`src/rtl/fifo_word_packer.sv`:
```
`default_nettype none
// +--------------------------------------------------------------------------+
// | fifo_word_packer: drains a registered-read FIFO and packs PACK_RATIO     |
// | entries per output word. PACKER_TIMEOUT_EN adds an idle partial flush.   |
// | Revision: 1.0                                                            |
// +--------------------------------------------------------------------------+
module fifo_word_packer #(
  parameter int DATA_SIZE      = 16,
  parameter int PACK_RATIO     = 2,
  parameter int OUT_SIZE       = DATA_SIZE * PACK_RATIO,
  parameter int LANE_W         = $clog2(PACK_RATIO + 1),
  parameter int TIMEOUT_CYCLES = 64
) (
  input  logic                 i_clk,
  input  logic                 i_reset,
  output logic                 o_fifo_en,
  output logic                 o_fifo_read,
  input  logic                 i_fifo_empty,
  input  logic [DATA_SIZE-1:0] i_fifo_data,
  output logic                 o_valid,
  input  logic                 i_ready,
  output logic [OUT_SIZE-1:0]  o_data,
  output logic [LANE_W-1:0]    o_lanes
);

  localparam logic [LANE_W-1:0] FULL      = LANE_W'(PACK_RATIO);
  localparam logic [LANE_W:0]   FULL_WIDE = (LANE_W + 1)'(PACK_RATIO);

  logic [OUT_SIZE-1:0] acc_q, acc_d, acc_base;
  logic [LANE_W-1:0]   fill_q, fill_d, fill_base;
  logic                pend_q, pend_d;
  logic                rd_q, rd_d;
  logic                valid_q, valid_d;
  logic [OUT_SIZE-1:0] data_q, data_d;
  logic [LANE_W-1:0]   lanes_q, lanes_d;
  logic                out_free;
  logic                move;
  logic                flush;
  logic [LANE_W:0]     budget;

  assign out_free = !valid_q || i_ready;
  assign move     = (fill_q == FULL) && out_free;

`ifdef PACKER_TIMEOUT_EN
  localparam int                IDLE_W   = $clog2(TIMEOUT_CYCLES + 1);
  localparam logic [IDLE_W-1:0] IDLE_MAX = IDLE_W'(TIMEOUT_CYCLES);

  logic [IDLE_W-1:0] idle_q, idle_d;

  assign flush = (idle_q == IDLE_MAX) && out_free && !pend_q && !rd_q &&
                 (fill_q != '0) && (fill_q != FULL);

  always_comb begin
    idle_d = idle_q;
    if (pend_q || (fill_q == '0) || (fill_q == FULL) || flush) begin
      idle_d = '0;
    end else if (!rd_q && (idle_q != IDLE_MAX)) begin
      idle_d = idle_q + 1'b1;
    end
  end

  always_ff @(posedge i_clk or posedge i_reset) begin
    if (i_reset) begin
      idle_q <= '0;
    end else begin
      idle_q <= idle_d;
    end
  end
`else
  logic unused_timeout;
  assign unused_timeout = (TIMEOUT_CYCLES > 0);
  assign flush          = 1'b0;
`endif

  always_comb begin
    valid_d   = valid_q && !i_ready;
    data_d    = data_q;
    lanes_d   = lanes_q;
    acc_base  = acc_q;
    fill_base = fill_q;
    // Clearing the accumulator on every move keeps unused lanes of a later partial word zero.
    if (move || flush) begin
      valid_d   = 1'b1;
      data_d    = acc_q;
      lanes_d   = fill_q;
      acc_base  = '0;
      fill_base = '0;
    end
    acc_d  = acc_base;
    fill_d = fill_base;
    if (pend_q) begin
      for (int k = 0; k < PACK_RATIO; k++) begin
        if (fill_base == LANE_W'(k)) begin
          acc_d[k*DATA_SIZE +: DATA_SIZE] = i_fifo_data;
        end
      end
      fill_d = fill_base + 1'b1;
    end
    pend_d = rd_q;
    // The read presented now lands after this edge, so it already owns a lane.
    budget = {1'b0, fill_d} + {{LANE_W{1'b0}}, rd_q};
    rd_d   = !i_fifo_empty && !flush && (budget < FULL_WIDE);
  end

  always_ff @(posedge i_clk or posedge i_reset) begin
    if (i_reset) begin
      acc_q   <= '0;
      fill_q  <= '0;
      pend_q  <= 1'b0;
      rd_q    <= 1'b0;
      valid_q <= 1'b0;
      data_q  <= '0;
      lanes_q <= '0;
    end else begin
      acc_q   <= acc_d;
      fill_q  <= fill_d;
      pend_q  <= pend_d;
      rd_q    <= rd_d;
      valid_q <= valid_d;
      data_q  <= data_d;
      lanes_q <= lanes_d;
    end
  end

  assign o_fifo_en   = !i_reset;
  assign o_fifo_read = rd_q;
  assign o_valid     = valid_q;
  assign o_data      = data_q;
  assign o_lanes     = lanes_q;

endmodule
`default_nettype wire

```
`config.mk`:
```
export PLATFORM = sky130hd
export DESIGN_NAME = fifo_word_packer
export DESIGN_NICKNAME = d
export VERILOG_FILES = /design/src/rtl/fifo_word_packer.sv
export SDC_FILE = /design/constraint.sdc
export NUM_CORES = 1
export LEC_CHECK = 0
export BUFFER_PORTS_ARGS = -buffer_cell sky130_fd_sc_hd__buf_4
export CAP_MARGIN = 5
export CORE_UTILIZATION = 43
export CTS_BUF_LIST = sky130_fd_sc_hd__clkbuf_4 sky130_fd_sc_hd__clkbuf_8 sky130_fd_sc_hd__clkbuf_16
export DETAILED_ROUTE_END_ITERATION = 10
export GPL_ROUTABILITY_DRIVEN = 0
export PLACE_DENSITY = 0.73
export RECOVER_POWER = 100
export SLEW_MARGIN = 20
export SYNTH_ARGS = -nofsm -noshare
export SYNTH_HDL_FRONTEND = slang
export SYNTH_SLANG_ARGS = --single-unit
```
`constraint.sdc`:
```
create_clock -name i_clk -period 2.5 [get_ports i_clk]
set_input_delay 0.5 -clock i_clk [delete_from_list [all_inputs] [get_ports i_clk]]
set_output_delay 0.5 -clock i_clk [all_outputs]
set_load 0.05 [all_outputs]
```
==> metrics, run 1 <==
status finished, violations left; failing checks capacitance limit, slew limit; DRT Wirelength 5480 µm; Placement Cell Area 3200 µm²; Syn Nets 220; startpoint types flip-flop; diodes inserted 0; CTS hold repair buffers 0; I/O Pins 57; Slew @ Worst Pin 1680 ps; maximum clock frequency around 480 MHz; EDFF count, synth 0; H-tree levels 3; final instance area between 3000 and 4000 µm²; final count of hold timing violations 0; CP max FO 16; Crit Path Class reg -> reg; vias in the first global route 1747; register area 1780 µm²; Die Ht 81.7 µm; leading area contributor after synthesis dfrtp_1; register area share after synthesis 0.651; top cells by area, synth dfrtp_1 (65%), mux2_2 (9.9%), a22o_1 (5.1%); Worst-Skew Late Latency 340 ps; period utilisation layout 0.829; Root Buffer Master clkbuf_8; P&R area growth vs syn 17.9%; most common cell in the netlist dfrtp_1; Core Area between 6000 and 7000 µm²; Layout Skew between 10 and 15 ps; clock-pin slew on the worst setup and hold paths 70 ps; global-route usage over all layers 0.187; CTS sink cnt 71; post-route ant nets 0; Post-CTS Resized 0; die area 6670 µm²; Main synth FF type dfrtp_1; row count 28; top-area cell type share of the netlist area 0.651; RSZ-0062 raised after global routing no; CP required 2750 ps; initial antenna violation count 0; wire per inst ~16 µm; DRC viols 0; first-pass GRT wire length 8960 µm; Initial Util 0.453; Final min period around 2100 ps; First DRT Iteration DRCs 113; ys async rst share 1.00; CTS tree yes; hold-critical path depth 3; Vias 1743; DR pass1 iterations 4; Max Cap Viol 1; TNS Setup 0 ps; Longest Clk Path Bufs 2; Slew HR -0.122; average size of a mapped cell 13.7 µm²; largest net degree at the start of global routing 72; synth unique cells 24; Worst Reg-to-Reg Cells 6; remaining global-route overflow 0; Mapped Cells ~200; Post-Syn Area 2730 µm²; Port Buf Inserts 56; Post-synth top cells dfrtp_1 (71), nand2_1 (35), mux2_2 (24); Filler cells 565; post-CTS setup buffers 0; Multi-input gate area approximately 840 µm²; total CTS buffers 9; synthesis-stage register bit count slightly above 70; share of layout cells above drive strength 1 0.237; Register-to-Register Setup Slack 430 ps; Worst Hold Class in -> reg; Slew Limit Fails 72; CP arrival between 2000 and 2500 ps; Post-DP HPWL about 3600 µm; Yosys warnings 0; Layout Nets roughly 280; CP Capture Type flip-flop; Die W 81.7 µm; detail-routed via count per cell 5.17; Final Setup Violations 0
==> placed cells by master, fill, tap and decap left out <==
cell | synthesis | routed
a21oi_2 | 0 | 1
clkbuf_4 | 0 | 1
and3b_1 | 1 | 1
a21oi_1 | 1 | 1
dfrtp_1 | 71 | 71
and2_1 | 2 | 1
clkbuf_1 | 3 | 38
o21ai_0 | 17 | 18
and2b_1 | 0 | 1
nand2_1 | 35 | 36
buf_4 | 2 | 18
inv_1 | 2 | 1
mux2_1 | 0 | 8
nor2b_1 | 1 | 1
nand2b_1 | 3 | 3
clkbuf_8 | 0 | 10
bufinv_16 | 0 | 2
clkinvlp_2 | 0 | 1
o211a_1 | 1 | 1
clkinv_2 | 0 | 2
mux2_2 | 24 | 24
clkbuf_2 | 0 | 2
ha_1 | 1 | 1
a22o_1 | 16 | 16
xor2_1 | 1 | 1
and2_0 | 0 | 1
nor2_4 | 1 | 1
==> cell type report <==
class                   instances  share of cell area
clock inverters                 4              0.0218
clock buffers                  11              0.0451
multi-input cells             116               0.260
flip-flops and latches         71               0.552
well taps                      75              0.0292
repair buffers                 58              0.0894
inverters                       2             0.00272
==> worst paths after layout <==
check,start,endpoint
max reg2reg,o_valid$_DFF_PP0_,acc_q[14]$_DFF_PP0_
max,o_valid$_DFF_PP0_,acc_q[14]$_DFF_PP0_
min in group asynchronous,i_reset,o_data[19]$_DFFE_PP0P_
min reg2reg,o_fifo_read$_DFF_PP0_,pend_q$_DFF_PP0_
min,i_fifo_data[5],acc_q[5]$_DFF_PP0_
max in group asynchronous,i_reset,acc_q[24]$_DFF_PP0_
==> logic make-up after synthesis <==
group                    Yosys count  synth area share
flip-flops                        71             0.651
AO/OA/AOI/OAI                     37            0.0958
XOR/XNOR                           1           0.00321
buffers and inverters             12            0.0261
multiplexers                      32             0.143
AND/OR/NAND/NOR                   45            0.0765
adder cells (fa/ha/maj)            1           0.00458
==> sequential cells by signal, summed over array words and instances (netlist names) <==
signal       count
o_data          32
fill_q           2
o_lanes          2
pend_q           1
o_valid          1
acc_q           32
o_fifo_read      1
==> layer usage <==
layer	routed length [µm]	share of wire	vias up	global-route usage
li1	-	-	804	-
met1	2580	0.47	885	0.255
met2	2500	0.46	49	0.278
met3	318	0.058	5	0.0633
met4	74	0.014	0	0.0684
met5	0	0	-	0
==> stage by stage <==
stage                     utilization  hold WS (ps)  instances  setup WS [ps]
after floorplan                     -           460        199            448
after global placement          0.531           381        322            543
after detailed placement        0.531           401        322            446
after CTS                       0.567           363        337            582
after global routing            0.534           355        337            262
final                           0.534           369        337            426
==> worst max-delay path, stage by stage, from the launching register on <==
cell and delay [ps]:
dfrtp_1 390, nor2b_1 170, o21ai_0 280, ha_1 220, and2_0 690, nand2_1 120
o21ai_0 110
Power of run 1 is not shown: default switching activity piles up to over one toggle a cycle in this logic, so the estimate is an artifact.
==> run 2: changes to the inputs <==
--- a/config.mk
+++ b/config.mk
@@ -11,7 +11,7 @@
 export CTS_BUF_LIST = sky130_fd_sc_hd__clkbuf_4 sky130_fd_sc_hd__clkbuf_8 sky130_fd_sc_hd__clkbuf_16
 export DETAILED_ROUTE_END_ITERATION = 10
 export GPL_ROUTABILITY_DRIVEN = 0
-export PLACE_DENSITY = 0.73
+export PLACE_DENSITY = 0.7
 export RECOVER_POWER = 100
 export SLEW_MARGIN = 20
 export SYNTH_ARGS = -nofsm -noshare
==> constraint.sdc (replaced) <==
create_clock -name i_clk -period 2 [get_ports i_clk]
set_input_delay 0.4 -clock i_clk [delete_from_list [all_inputs] [get_ports i_clk]]
set_output_delay 0.4 -clock i_clk [all_outputs]
set_load 0.05 [all_outputs]
==> run 2 against run 1 <==
  * The run still ends with capacitance limit, slew limit left
  * Utilization is 0.98 points higher
  * Critical endpoint is now o_data[22]$_DFFE_PP0P_
  * Critical path type unchanged
  * Die area stayed put
  * Sequential share of layout area decreased by 0.99 points
  * Clock-buffer cell count decreased by 1
  * Via count is 1.3% lower
  * Worst setup slack got worse by 240 ps
  * Wire length rose by 1.0%
  * Sequential cell count unchanged
  * First-iteration DRC count down 13%
  * Worst hold slack got worse by 95 ps
==> metrics, run 2 (synthesis gave the netlist of run 1 again) <==
largest net degree at the start of global routing 72 (unchanged); Placed Instances 325 (+0.93%); CP max FO 15 (-1); First DRT Iteration DRCs 98 (-13%); VDD IR max 0.000782 V; diodes inserted 0 (unchanged); met2 global-route usage 0.297 (+0.0183); Final min period 1810 ps (-264 ps); CP arrival 2040 ps (-290 ps); Slew Limit Fails 72 (unchanged); die area 6670 µm² (unchanged); Layout Skew 7.64 ps (-3.10 ps); post-CTS setup buffers 0 (unchanged); DRC viols 0 (unchanged); Slew HR -0.0155 (+0.106); GRT Max-Usage Layer met2; DRT Wirelength 5530 µm (+1.0%); Final Setup Violations 0 (unchanged); initial antenna violation count 0 (unchanged); Max Cap Viol 1 (unchanged); Crit Path Class reg -> reg; wire per inst 16.2 µm (-0.18%); share of layout cells above drive strength 1 0.256 (+0.0190); failing checks capacitance limit, slew limit; detail-routed via count per cell 5.05 (-2.4%); startpoint types flip-flop; remaining global-route overflow 0 (unchanged); grt met3 use 0.0500 (-0.0133); Root Buffer Master clkbuf_8; Worst-Skew Late Latency 340 ps (about the same); Longest Clk Path Bufs 2 (unchanged); Worst Hold Class in -> reg; total CTS buffers 9 (unchanged); H-tree levels 3 (unchanged); maximum clock frequency 553 MHz (+15%); Slew @ Worst Pin 1520 ps (-159 ps); Layout Nets 282 (+1.1%); DR pass1 iterations 4 (unchanged); Core Area 6030 µm² (unchanged); CTS sink cnt 71 (unchanged); PD cells 1980 nW/µm²; clock-pin slew on the worst setup and hold paths 70 ps (about the same); cell leakage power 1.56 nW; row count 28 (unchanged); global-route usage over all layers 0.194 (+0.00685); Post-DP HPWL 3610 µm (+0.33%); Port Buf Inserts 56 (unchanged); RSZ-0062 raised after global routing no; first-pass GRT wire length 9230 µm (+2.9%); final instance area 3280 µm² (+1.8%); Die W 81.7 µm (unchanged); CTS tree yes; Vias 1721 (-1.3%); status finished, violations left; TNS Setup 0 ps (unchanged); most common cell after layout, fill and taps aside dfrtp_1; CP Capture Type flip-flop; Placement Cell Area 3220 µm² (+0.70%); dpl ws 87.8 ps (-359 ps); Die Ht 81.7 µm (unchanged); met1 GRT Util 0.256 (+0.000700); commonest cells after routing, fill and taps aside dfrtp_1 (71), clkbuf_1 (38), nand2_1 (35); CP required 2230 ps (-520 ps); P&R area growth vs syn 20.0%; vias in the first global route 1834 (+5.0%); Post-Layout Cell Count 341 (+1.2%); Post-CTS Resized 0 (unchanged); I/O Pins 57 (unchanged); post-route ant nets 0 (unchanged); period utilisation layout 0.905 (+0.0752); Final WS setup 191 ps (-236 ps); final count of hold timing violations 0 (unchanged); Initial Util 0.453 (unchanged); CTS hold repair buffers 0 (unchanged)
run 2: changes by cell type in the layout (fill, tap and decap cells not counted):
cell        before  now
clkbuf_8        10    9
nand2_4          0    1
buf_2            0    1
bufinv_16        2    3
nand2_1         36   35
clkinvlp_2       1    0
buf_4           18   21
clkbuf_2         2    1
and2_2           0    1
and2_0           1    0
clkinv_4         0    1
clkinvlp_4       0    1
run 2: cell type report:
type,count,area [µm²]
clock inverter,6,109
inverter,2,11.3
timing repair buffer,61,310
sequential,71,1780
tap,75,93.8
fill,552,2750
clock buffer,10,131
multi-input combinational,116,845
run 2: worst max-delay path: stages (launching register included):
cell and delay (ps):
dfrtp_1 440, nand2b_1 220, nor2_4 100, clkbuf_1 530, mux2_2 400
run 2: where the power goes:
part           internal [mW]  total, mW  switching [mW]
registers               2.06       2.39           0.337
logic                  0.754       2.72            1.96
clock network          0.840       1.36           0.524
run 2: stage by stage:
stage          total power [mW]   util  hold slack (ps)
2_1_floorplan              4.68      -              460
3_3_place_gp               5.50  0.535              385
3_5_place_dp               5.57  0.535              397
4_1_cts                    6.96  0.575              263
5_1_grt                    6.85  0.544              260
6_report                   6.47  0.544              274
run 2: final timing paths:
path	start	slack (ps)	cells after the start	endpoint
setup / recovery	fill_q[0]$_DFF_PP0_	190	4	o_data[22]$_DFFE_PP0P_
hold / removal	i_fifo_data[12]	270	3	acc_q[12]$_DFF_PP0_
setup reg to reg	fill_q[0]$_DFF_PP0_	190	4	o_data[22]$_DFFE_PP0P_
hold reg to reg	o_fifo_read$_DFF_PP0_	410	0	pend_q$_DFF_PP0_
max in group asynchronous	i_reset	390	3	o_data[22]$_DFFE_PP0P_
min in group asynchronous	i_reset	670	3	o_data[23]$_DFFE_PP0P_
run 2: per-layer routing:
layer	routed length (µm)	part of all wire
met4	93	0.017
met5	0	0
met2	2580	0.47
met1	2590	0.47
met3	272	0.049
No activity file was read; power rests on OpenSTA's default activity.
==> run 3: changes to the inputs <==
--- a/config.mk
+++ b/config.mk
@@ -6,12 +6,11 @@
 export NUM_CORES = 1
 export LEC_CHECK = 0
 export BUFFER_PORTS_ARGS = -buffer_cell sky130_fd_sc_hd__buf_4
-export CAP_MARGIN = 5
 export CORE_UTILIZATION = 43
 export CTS_BUF_LIST = sky130_fd_sc_hd__clkbuf_4 sky130_fd_sc_hd__clkbuf_8 sky130_fd_sc_hd__clkbuf_16
 export DETAILED_ROUTE_END_ITERATION = 10
 export GPL_ROUTABILITY_DRIVEN = 0
-export PLACE_DENSITY = 0.7
+export PLACE_DENSITY = 0.75
 export RECOVER_POWER = 100
 export SLEW_MARGIN = 20
 export SYNTH_ARGS = -nofsm -noshare
==> run 3 against run 2 <==
  * The flow now finishes without violations
  * Register-to-register slack about the same
  * Cell area decreased by 2.3%
  * Global-route usage decreased by 0.36 points
  * Via count increased by 1.3%
  * Clock power decreased by 30%
  * Sequential power about the same
  * Critical path type unchanged
  * Largest power group unchanged
==> metrics, run 3 (synthesis gave the netlist of run 1 again) <==
cell leakage power 1.53 nW (-1.6%); period utilisation layout 0.907 (+0.00232); largest net degree at the start of global routing 72 (unchanged); most common cell after layout, fill and taps aside dfrtp_1; Vias 1744 (+1.3%); CTS sink cnt 71 (unchanged); Multi-input gate area 837 µm² (-0.89%); share of layout cells above drive strength 1 0.255 (-0.000957); Setup crit start o_valid$_DFF_PP0_; DRT Wirelength 5530 µm (about the same); first-pass GRT wire length 9030 µm (-2.1%); Layout Skew 6.65 ps (-0.985 ps); VDD IR max 0.000782 V (about the same); Filler cells 555 (+0.54%); final count of hold timing violations 0 (unchanged); Initial Util 0.453 (unchanged); Layout Nets 283 (+0.35%); detail-routed via count per cell 5.10 (+1.0%); I/O Pins 57 (unchanged); clock-pin slew on the worst setup and hold paths 70 ps (about the same); Worst-Skew Late Latency 330 ps (about the same); Longest Clk Path Bufs 2 (unchanged); Post-DP HPWL 3600 µm (-0.25%); startpoint types flip-flop; die area 6670 µm² (unchanged); Final min period 1810 ps (+4.63 ps); row count 28 (unchanged); Die W 81.7 µm (unchanged); Die Ht 81.7 µm (unchanged); RSZ-0062 raised after global routing no; Core Area 6030 µm² (unchanged); FF-to-FF Start o_valid$_DFF_PP0_; maximum clock frequency 551 MHz (-0.26%); CTS tree yes; Crit Path Class reg -> reg; CP arrival 2040 ps (about the same); Worst Hold Class in -> reg; Max Cap Viol 0 (-1); CP required 2220 ps (about the same); status finished clean; remaining global-route overflow 0 (unchanged); wire per inst 16.2 µm (-0.26%); vias in the first global route 1786 (-2.6%); Hold Path Origin i_fifo_data[6]; Port Buf Inserts 56 (unchanged); post-route ant nets 0 (unchanged); DR pass1 iterations 4 (unchanged); Slew HR 0.377 (+0.393); Root Buffer Master clkbuf_8; H-tree levels 3 (unchanged); DRC viols 0 (unchanged); CP max FO 13 (-2); total CTS buffers 9 (unchanged); global-route usage over all layers 0.191 (-0.00357); Final Setup Violations 0 (unchanged); First DRT Iteration DRCs 119 (+21%); initial antenna violation count 0 (unchanged); commonest cells after routing, fill and taps aside dfrtp_1 (71), clkbuf_1 (38), nand2_1 (35); register area 1780 µm² (unchanged); TNS Setup 0 ps (unchanged); CP Capture Type flip-flop; diodes inserted 0 (unchanged); Register-to-Register Setup Slack 190 ps (about the same); Slew Limit Fails 0 (-100%); PD cells 1890 nW/µm² (-4.1%); total power 6.06 mW (-6.4%); Slew @ Worst Pin 934 ps (-589 ps); P&R area growth vs syn 17.2%
[run 3: worst paths after layout]
check                                    endpoint  depth (start not counted)
hold reg to reg                  pend_q$_DFF_PP0_                          0
setup / recovery           o_data[18]$_DFFE_PP0P_                          5
max in group asynchronous   o_data[1]$_DFFE_PP0P_                          3
setup reg to reg           o_data[18]$_DFFE_PP0P_                          5
hold / removal                 acc_q[6]$_DFF_PP0_                          3
min in group asynchronous  o_data[17]$_DFFE_PP0P_                          3
[run 3: report_power, final]
group          internal, mW  switching, mW
logic                 0.756           1.95
registers              2.06          0.343
clock network         0.467          0.489
total                  3.28           2.78
[run 3: critical path, stage by stage (launching register included)]
cell      delay (ps)
dfrtp_1          380
nor2b_1          140
buf_4            120
nor2_1           120
clkbuf_1         520
mux2_2           410
[run 3: per-stage QoR]
| step | hold WS, ps | setup WS [ps] | area [µm²] | cells | util |
|---|---|---|---|---|---|
| CTS | 265 | 98.3 | 3410 | 342 | 0.565 |
| global route | 280 | 75.0 | 3200 | 342 | 0.531 |
| floorplan | 460 | 33.3 | 2730 | 199 | - |
| detailed placement | 411 | 102 | 3240 | 326 | 0.538 |
| global placement | 387 | 217 | 3240 | 326 | 0.538 |
| finish | 281 | 186 | 3200 | 342 | 0.531 |
[run 3: what timing repair did]
item                       in CTS  in global routing
gates resized for setup         0                  1
hold buffers                    0                  0
buffers inserted                0                  0
setup endpoints to repair       0                 16
[run 3: routing by layer]
layer  vias to the layer above  track usage  part of all wire
met5                         -            0                 0
met4                         0       0.0965             0.030
met3                        12       0.0489             0.053
met2                        45        0.306              0.47
met1                       874        0.238              0.45
li1                        813            -                 -
[run 3: area by class of cell]
cell class,instances,share of cell area
flip-flops and latches,71,0.555
repair buffers,62,0.100
inverters,2,0.00274
clock inverters,5,0.00782
multi-input cells,116,0.262
well taps,75,0.0293
clock buffers,11,0.0434
